**config.mk**
```make
export PLATFORM = sky130hd
export DESIGN_NAME = bus_arbiter
export DESIGN_NICKNAME = d
export VERILOG_FILES = /design/src/rtl/bus_arbiter_pkg.sv /design/src/rtl/rr_pick.sv /design/src/rtl/bus_arbiter.sv
export SDC_FILE = /design/constraint.sdc
export NUM_CORES = 1
export LEC_CHECK = 0
export CORE_MARGIN = 4
export CORE_UTILIZATION = 48
export CTS_CLUSTER_SIZE = 24
export DETAILED_ROUTE_END_ITERATION = 8
export PLACE_DENSITY_LB_ADDON = 0.25
export SYNTH_ARGS = -nofsm -noshare
export SYNTH_HDL_FRONTEND = slang
export SYNTH_SLANG_ARGS = --single-unit
```
**constraint.sdc**
```tcl
create_clock -name clk_25mhz -period 2.9 [get_ports clk_25mhz]
set_clock_uncertainty 0.2 [all_clocks]
set_input_delay 0.87 -clock clk_25mhz [delete_from_list [all_inputs] [get_ports clk_25mhz]]
set_output_delay 0.87 -clock clk_25mhz [all_outputs]
set_load 0.01 [all_outputs]
```
**src/rtl/bus_arbiter_pkg.sv**
```systemverilog
// Shared definitions for the bus arbiter: FSM encodings and counter widths.
package bus_arbiter_pkg;

    localparam int HOLD_W = 8;
    localparam int TURN_W = 4;

    typedef enum logic [1:0] {
        BUS_ARB_IDLE  = 2'd0,
        BUS_ARB_GRANT = 2'd1,
        BUS_ARB_TURN  = 2'd2
    } arb_state_e;

endpackage

```
**src/rtl/rr_pick.sv**
```systemverilog
// Combinational round-robin picker: first set request after `last`, wrapping.
module rr_pick #(
    parameter int COUNT = 4,
    localparam int IW   = $clog2(COUNT)
) (
    input  logic [COUNT-1:0] req,
    input  logic [IW-1:0]    last,
    output logic [COUNT-1:0] onehot,
    output logic [IW-1:0]    idx,
    output logic             any
);

    logic [IW-1:0] pos;

    always_comb begin
        onehot = '0;
        idx    = '0;
        any    = 1'b0;
        pos    = '0;
        for (int k = 1; k <= COUNT; k++) begin
            pos = IW'((int'(last) + k) % COUNT);
            if (!any && req[pos]) begin
                any = 1'b1;
                idx = pos;
            end
        end
        if (any)
            onehot[idx] = 1'b1;
    end

endmodule

```
**src/rtl/bus_arbiter.sv**
```systemverilog
// Round-robin bus arbiter with a dead turnaround window between owners
// and optional hold-time preemption.
module bus_arbiter
    import bus_arbiter_pkg::*;
#(
    parameter int COUNT       = 4,
    parameter int TURN_CYCLES = 1,
    parameter int MAX_HOLD    = 0
) (
    input  logic                     clk_25mhz,
    input  logic                     rst,
    input  logic [COUNT-1:0]         req,
    input  logic                     lock,
    output logic [COUNT-1:0]         grant,
    output logic [$clog2(COUNT)-1:0] grant_idx,
    output logic                     busy
);

    localparam int IW = $clog2(COUNT);

    arb_state_e        state_q, state_d;
    logic [COUNT-1:0]  grant_d;
    logic [IW-1:0]     idx_d;
    logic              busy_d;
    logic [HOLD_W-1:0] hold_q, hold_d;
    logic [TURN_W-1:0] turn_q, turn_d;
    logic [IW-1:0]     last_q, last_d;

    logic [COUNT-1:0]  pick_onehot;
    logic [IW-1:0]     pick_idx;
    logic              pick_any;
    logic [COUNT-1:0]  others;
    logic              preempt;
    logic              start;

    rr_pick #(.COUNT(COUNT)) u_pick (
        .req    (req),
        .last   (last_q),
        .onehot (pick_onehot),
        .idx    (pick_idx),
        .any    (pick_any)
    );

    // Preemption needs a competing request; a sole requester keeps the bus.
    assign others  = req & ~grant;
    assign preempt = (MAX_HOLD != 0) && (hold_q >= HOLD_W'(MAX_HOLD))
                     && (others != '0) && !lock;

    always_comb begin
        state_d = state_q;
        grant_d = grant;
        idx_d   = grant_idx;
        busy_d  = busy;
        hold_d  = hold_q;
        turn_d  = turn_q;
        last_d  = last_q;
        start   = 1'b0;

        case (state_q)
            BUS_ARB_IDLE: begin
                start = pick_any;
            end
            BUS_ARB_GRANT: begin
                if (!req[grant_idx] || preempt) begin
                    state_d = BUS_ARB_TURN;
                    grant_d = '0;
                    busy_d  = 1'b0;
                    hold_d  = '0;
                    turn_d  = TURN_W'(1);
                end else if (hold_q != '1) begin
                    hold_d = hold_q + 1'b1;
                end
            end
            BUS_ARB_TURN: begin
                if (turn_q >= TURN_W'(TURN_CYCLES)) begin
                    state_d = BUS_ARB_IDLE;
                    turn_d  = '0;
                    start   = pick_any;
                end else begin
                    turn_d = turn_q + 1'b1;
                end
            end
            default: state_d = BUS_ARB_IDLE;
        endcase

        if (start) begin
            state_d = BUS_ARB_GRANT;
            grant_d = pick_onehot;
            idx_d   = pick_idx;
            busy_d  = 1'b1;
            hold_d  = HOLD_W'(1);
            last_d  = pick_idx;
        end
    end

    always_ff @(posedge clk_25mhz) begin
        if (rst) begin
            state_q   <= BUS_ARB_IDLE;
            grant     <= '0;
            grant_idx <= '0;
            busy      <= 1'b0;
            hold_q    <= '0;
            turn_q    <= '0;
            last_q    <= IW'(COUNT - 1);
        end else begin
            state_q   <= state_d;
            grant     <= grant_d;
            grant_idx <= idx_d;
            busy      <= busy_d;
            hold_q    <= hold_d;
            turn_q    <= turn_d;
            last_q    <= last_d;
        end
    end

    a_grant_onehot0: assert property (@(posedge clk_25mhz) $onehot0(grant));

endmodule

```
-- Yosys cells after proc, flatten, opt, wreduce, memory -nomap -nowiden
Index checks and enable logic that the tools add are counted.
W data, S select, Z words.
- RAM bits: 0
- latch bits: 0
- memories kept: 0
- ROM bits: 0
- output and inout port bits: 7
- input bits: 7
- word-level logic and storage cells: 80
- register bits after elaboration: 15
- shift operators: 0
- magnitude comparators: 8
- reduce and logical (&&, ||, !) cells: 15
- bitwise gates (word level): 1
- multipliers: 0
- eq/ne operators: 8
- add/subtract/negate cells: 5
- div/mod/pow operators: 0
- mux-type cells: 36
- operator list (cell ; count):
    $mux W4 ; 6
    $lt A2 B3 Y1 const B ; 6
    $mux W1 ; 15
    $mux W2 ; 6
    $bmux W1 S2 ; 5
    $ne A2 B2 Y1 const B ; 4
    $pmux W4 S2 ; 1
    $ne A3 B3 Y1 const B ; 2
    $pmux W2 S3 ; 1
    $reduce_and A3 Y1 ; 2
    $add A2 B1 Y2 const B ; 2
    $add A2 B2 Y2 const B ; 2
    $add A4 B1 Y4 const B ; 1
    $ge A4 B1 Y1 const B ; 1
    $logic_and A1 B1 Y1 ; 4
    $reduce_and A2 Y1 ; 2
    $reduce_bool A2 Y1 ; 2
    $logic_not A1 Y1 ; 3
    $demux W1 S2 ; 1
    $eq A2 B1 Y1 const B ; 1
    $eq A2 B2 Y1 const B ; 1
    $ge A2 B1 Y1 const B ; 1
    $logic_not A2 Y1 ; 1
    $pmux W1 S2 ; 1
    2 further kinds ; 2

-- Depth between registers and ports, before layout
- word-level depth: 19
- gate-level depth with buffers: 7
- gate-level depth less buffers: 7

-- Hierarchy
Synthesis repeated with hierarchy kept, for this count alone.
- cell total of the unflattened synthesis: 102
- area, all modules: 848.3 um^2
- modules (own cells, without submodules) (module ; instances ; sequential area each (um^2) ; cells an instance ; area an instance (um^2)):
    bus_arbiter ; 1 ; 300.3 ; 68 ; 625.6
    rr_pick ; 1 ; 0.0 ; 34 ; 222.7

-- Worst setup path after synthesis
OpenSTA, ideal clock, no wires.
- kind: in2reg
- start: input port req[3]
- end: register grant[1]
- data arrival time: 2.105 ns
- buffers on the path: 0
- stages: 5
- library setup time: 0.124 ns
- path slack: 0.470 ns
- required time: 2.576 ns
- cell sequence: mux4_2 or3b_4 and2_4 a22oi_2 nor2_1
- cells in the longest elaborated chain, start to end: 18
- elaborated cells on any way between the ends: 36
- classes of those cells: order compare: 2; eq/ne: 1; mux: 24; reduce/logical: 9
- ends and longest elaborated chain (what ; line ; RTL):
    start: declaration ; bus_arbiter.sv:12 ; input logic [COUNT-1:0] req,
    $bmux W1 S2 ; rr_pick.sv:22 ; if (!any && req[pos]) begin
    $mux W1 (not written as such) ; rr_pick.sv:22 ;
    $mux W1 ; rr_pick.sv:22 ;
    $logic_not A1 Y1 ; rr_pick.sv:22 ;
    $logic_and A1 B1 Y1 ; rr_pick.sv:22 ;
    $mux W1 ; rr_pick.sv:22 ;
    $logic_not A1 Y1 ; rr_pick.sv:22 ;
    $logic_and A1 B1 Y1 ; rr_pick.sv:22 ;
    [... 2 more ...] ; -- ;
    $logic_and A1 B1 Y1 ; rr_pick.sv:22 ;
    $mux W2 ; rr_pick.sv:22 ;
    $lt A2 B3 Y1 (not written as such) or $ge A2 B1 Y1 (tied branches) ; rr_pick.sv:28 ; onehot[idx] = 1'b1;
    $logic_and A1 B1 Y1 (not written as such) ; rr_pick.sv:28 ;
    $mux W1 (not written as such) ; rr_pick.sv:28 ;
    $demux W1 S2 ; -- ;
    $mux W4 ; rr_pick.sv:27 ; if (any)
    $mux W4 ; bus_arbiter.sv:86 ; if (start) begin
    end signal: assignment ; bus_arbiter.sv:107 ; grant <= grant_d;
    end: declaration ; bus_arbiter.sv:14 ; output logic [COUNT-1:0] grant,
Parallel ways exist; a longest one is shown, timed or not. The select of a mux whose other input is x is not followed.
A chain may end at the register's enable or synchronous reset.

-- Final worst setup path
Ends and elaborated chain as after synthesis.

==> results.cfg <==
[clock_network]
post_cts_resized = 0
cts.hold.buffers_added = 0
h-tree-depth = 1
numCtsBuffers = 3
post_cts_buffers = 0
clock_latency_ns = 0.29
cts_buffer_depth = 2
cts.sinks = 15
cts_tree = done
ctsRootBufferMaster = clkbuf_4
cts.clk_slew.worst_paths_ns = 0.09

[die]
rows = 13
dieHeight_um = 46.58
dieArea_um2 = 2170
die_w_um = 46.58
ios = 14
initial_core_util_pct = 52.92
core-area_um2 = 1350

[detailed_routing]
drcViolationCount = 0
drt_wl_total_um = 1464
dr.pass1.iters = 2
ant_nets = 0
drt_iter0_drc = 7
num_vias = 617
wl_per_cell_um = 12.84
via_per_inst = 5.412

[global_routing]
grt_remaining_overflow = 0
grtUsageTotal_pct = 16.35
grt_max_degree = 16
grt_pass1_vias = 607
antenna_found_initial = 0
grt_pass1_wl_um = 2504

[cells_and_area]
n_antenna_cell = 0
area_growth_pct = 28.20
nets = 110
finalInstanceArea_um2 = 915.9
instances_no_fill = 114
final_util_pct = 67.84
drive_above_1_share_pct = 14.14

[timing]
maxSlewViolCount = 0
layout_worst_path_cycle_share_pct = 90.69
finalHoldViolCount = 0
setup_viol = 0
worst_pin_slew_ns = 0.6061
fin_crit_ns = 2.630
finalWorstSetupSlack_ns = 0.2701
rsz0062_at_grt = false
slew_headroom_pct = 59.03
fmax_mhz = 380.2

[worst_setup_path]
critical_path_class = in2reg
crit_path_start_kind = primary input
cp.required_ns = 2.86
path_buf_inv = 1
crit_family = simple AND/OR/NAND/NOR gates
cp_slowest_cell = mux4_2
critPathMaxFanout = 4
crit_chain = clkdlybuf4s50_1 > mux4_2 > or3b_4 > and2_4 > a22oi_2 > nor2_1
max_stage_delay_ns = 0.50
endpoint_kind = flip-flop
cp.arrival_ns = 2.59

[placement]
dp.cells = 110
pre_cts_ws_ns = -0.04999
gp_congestion = 0.6982
placed_cell_area_um2 = 889.6
buffer_ports.inserted = 12
dp_hpwl_um = 1084

[power_and_ir_drop]
p_comb_share_pct = 28.4
p_leak_nw = 0.3693
p_switching_mw = 0.1504
p_seq_share_pct = 48.1
p_int_mw = 0.3591
total_power_mw = 0.5095
power_density_nw_per_um2 = 556.3
vdd_ir_drop_max_mv = 0.4281
pwr-share-clk_pct = 23.5
swShare_pct = 29.52

[run_status]
status = complete, no violations

[worst_hold_path]
hp-class = reg2reg

[synthesis]
synthDistinctLibCells = 31
syn_area_per_cell_um2 = 9.159
syn_area_um2 = 714.4
ys_seq_elements = 15
ys_warn_count = 0
synthCells = 78
syn_nets = 88
yosysSeqAreaShare_pct = 42.03

[run]
drv_cap = 0
metal layers:
layer  routed length (um)  global-route usage, %  share of wire, %
met3                   90                  5.078               6.1
met2                  602                  24.45                41
met1                  738                  20.75                50
met4                   32                  8.523               2.2
met5                    0                      0                 0
registers in the layout (all words and copies together), names as in the netlist:
signal and count:
last_q 2, grant_idx 2, turn_q 4, grant 4
state_q 2, busy 1
placed cells by master, fill, tap and decap left out, types with 2 or more instances in the layout:
master,count
a21oi_1,6
a22oi_1,2
a31oi_1,2
buf_4,6
clkbuf_4,3
clkdlybuf4s50_1,12
dfxtp_1,15
ha_1,3
inv_1,4
nand2_1,5
nand2b_1,4
nand3b_1,2
nor2_1,14
kinds of logic (layout without fill, tap and decap cells):
family | after synthesis | after routing | share of synthesized area [%]
AOI/OAI and AO/OA | 20 | 20 | 20.14
DFF | 15 | 15 | 42.03
muxes | 2 | 2 | 4.553
adders and majority gates | 3 | 3 | 5.255
and+or+nand+nor | 33 | 33 | 24.69
buffers and inverters | 5 | 26 | 3.327
stage by stage:
stage / setup TNS [ns] / hold WS [ns]
after global placement: -0.07798 / 0.2504
after floorplan: 0 / 0.2664
after global routing: 0 / 0.2915
after CTS: 0 / 0.2665
after detailed placement: -0.1172 / 0.2512
final: 0 / 0.2599
path summary, 6_finish.rpt:
check / slack, ns / cells past startpoint / endpoint / startpoint
worst min-delay path: 0.26 / 2 / grant[0] / grant[0]
worst max-delay path: 0.27 / 6 / grant[1] / req[3]
worst max register to register: 0.77 / 7 / grant[0] / turn_q[1]
worst min register to register: 0.26 / 2 / grant[0] / grant[0]
tightest hold or removal path: cells and delay by family (launching register included):
| kind | cells | cell delay [ns] |
|---|---|---|
| AND/OR/NAND/NOR | 1 | 0.05 |
| AO/OA/AOI/OAI | 1 | 0.05 |
| flip-flops | 1 | 0.32 |
power by group through the flow:
stage,registers [mW],clock network (mW),logic [mW]
final,0.245,0.120,0.145
after detailed placement,0.250,0,0.145
after floorplan,0.252,0,0.0836
after CTS,0.245,0.120,0.146
after global routing,0.249,0.130,0.160
after global placement,0.249,0,0.143
cells in the mapped netlist:
cell	number	area (um^2)
a32oi_1	1	8.760
a311o_1	1	10.01
a221o_1	1	10.01
nor4b_1	1	8.760
nand3b_1	2	15.01
a21oi_1	6	30.03
a221oi_1	1	8.760
a22oi_1	2	15.01
mux2i_1	1	10.01
nor2_1	14	52.55
and2_2	1	7.510
a2bb2oi_1	1	8.760
and3b_1	1	8.760
dlygate4sd1_1	1	8.760
a211oi_1	1	7.510
dfxtp_1	15	300.3
and2_4	1	8.760
o21bai_1	1	7.510
or3b_4	1	11.26
nand2b_1	4	25.02
mux4_2	1	22.52
nor3b_1	1	7.510
ha_1	3	37.54
nor3_1	1	5.000
a22oi_2	1	12.51
a21o_1	1	7.510
inv_1	4	15.01
or2b_1	1	7.510
nand2_1	5	18.77
a31oi_1	2	12.51
o21ai_0	1	5.000
area by class of cell:
type                    count  area [um^2]
fillers                   121        434.2
repair buffers             18        165.2
clock buffers               4        26.28
inverters                   4        15.01
well taps                  15        18.77
flip-flops and latches     15        300.3
multi-input cells          58        390.4
Power figures use the tool's default switching activity.
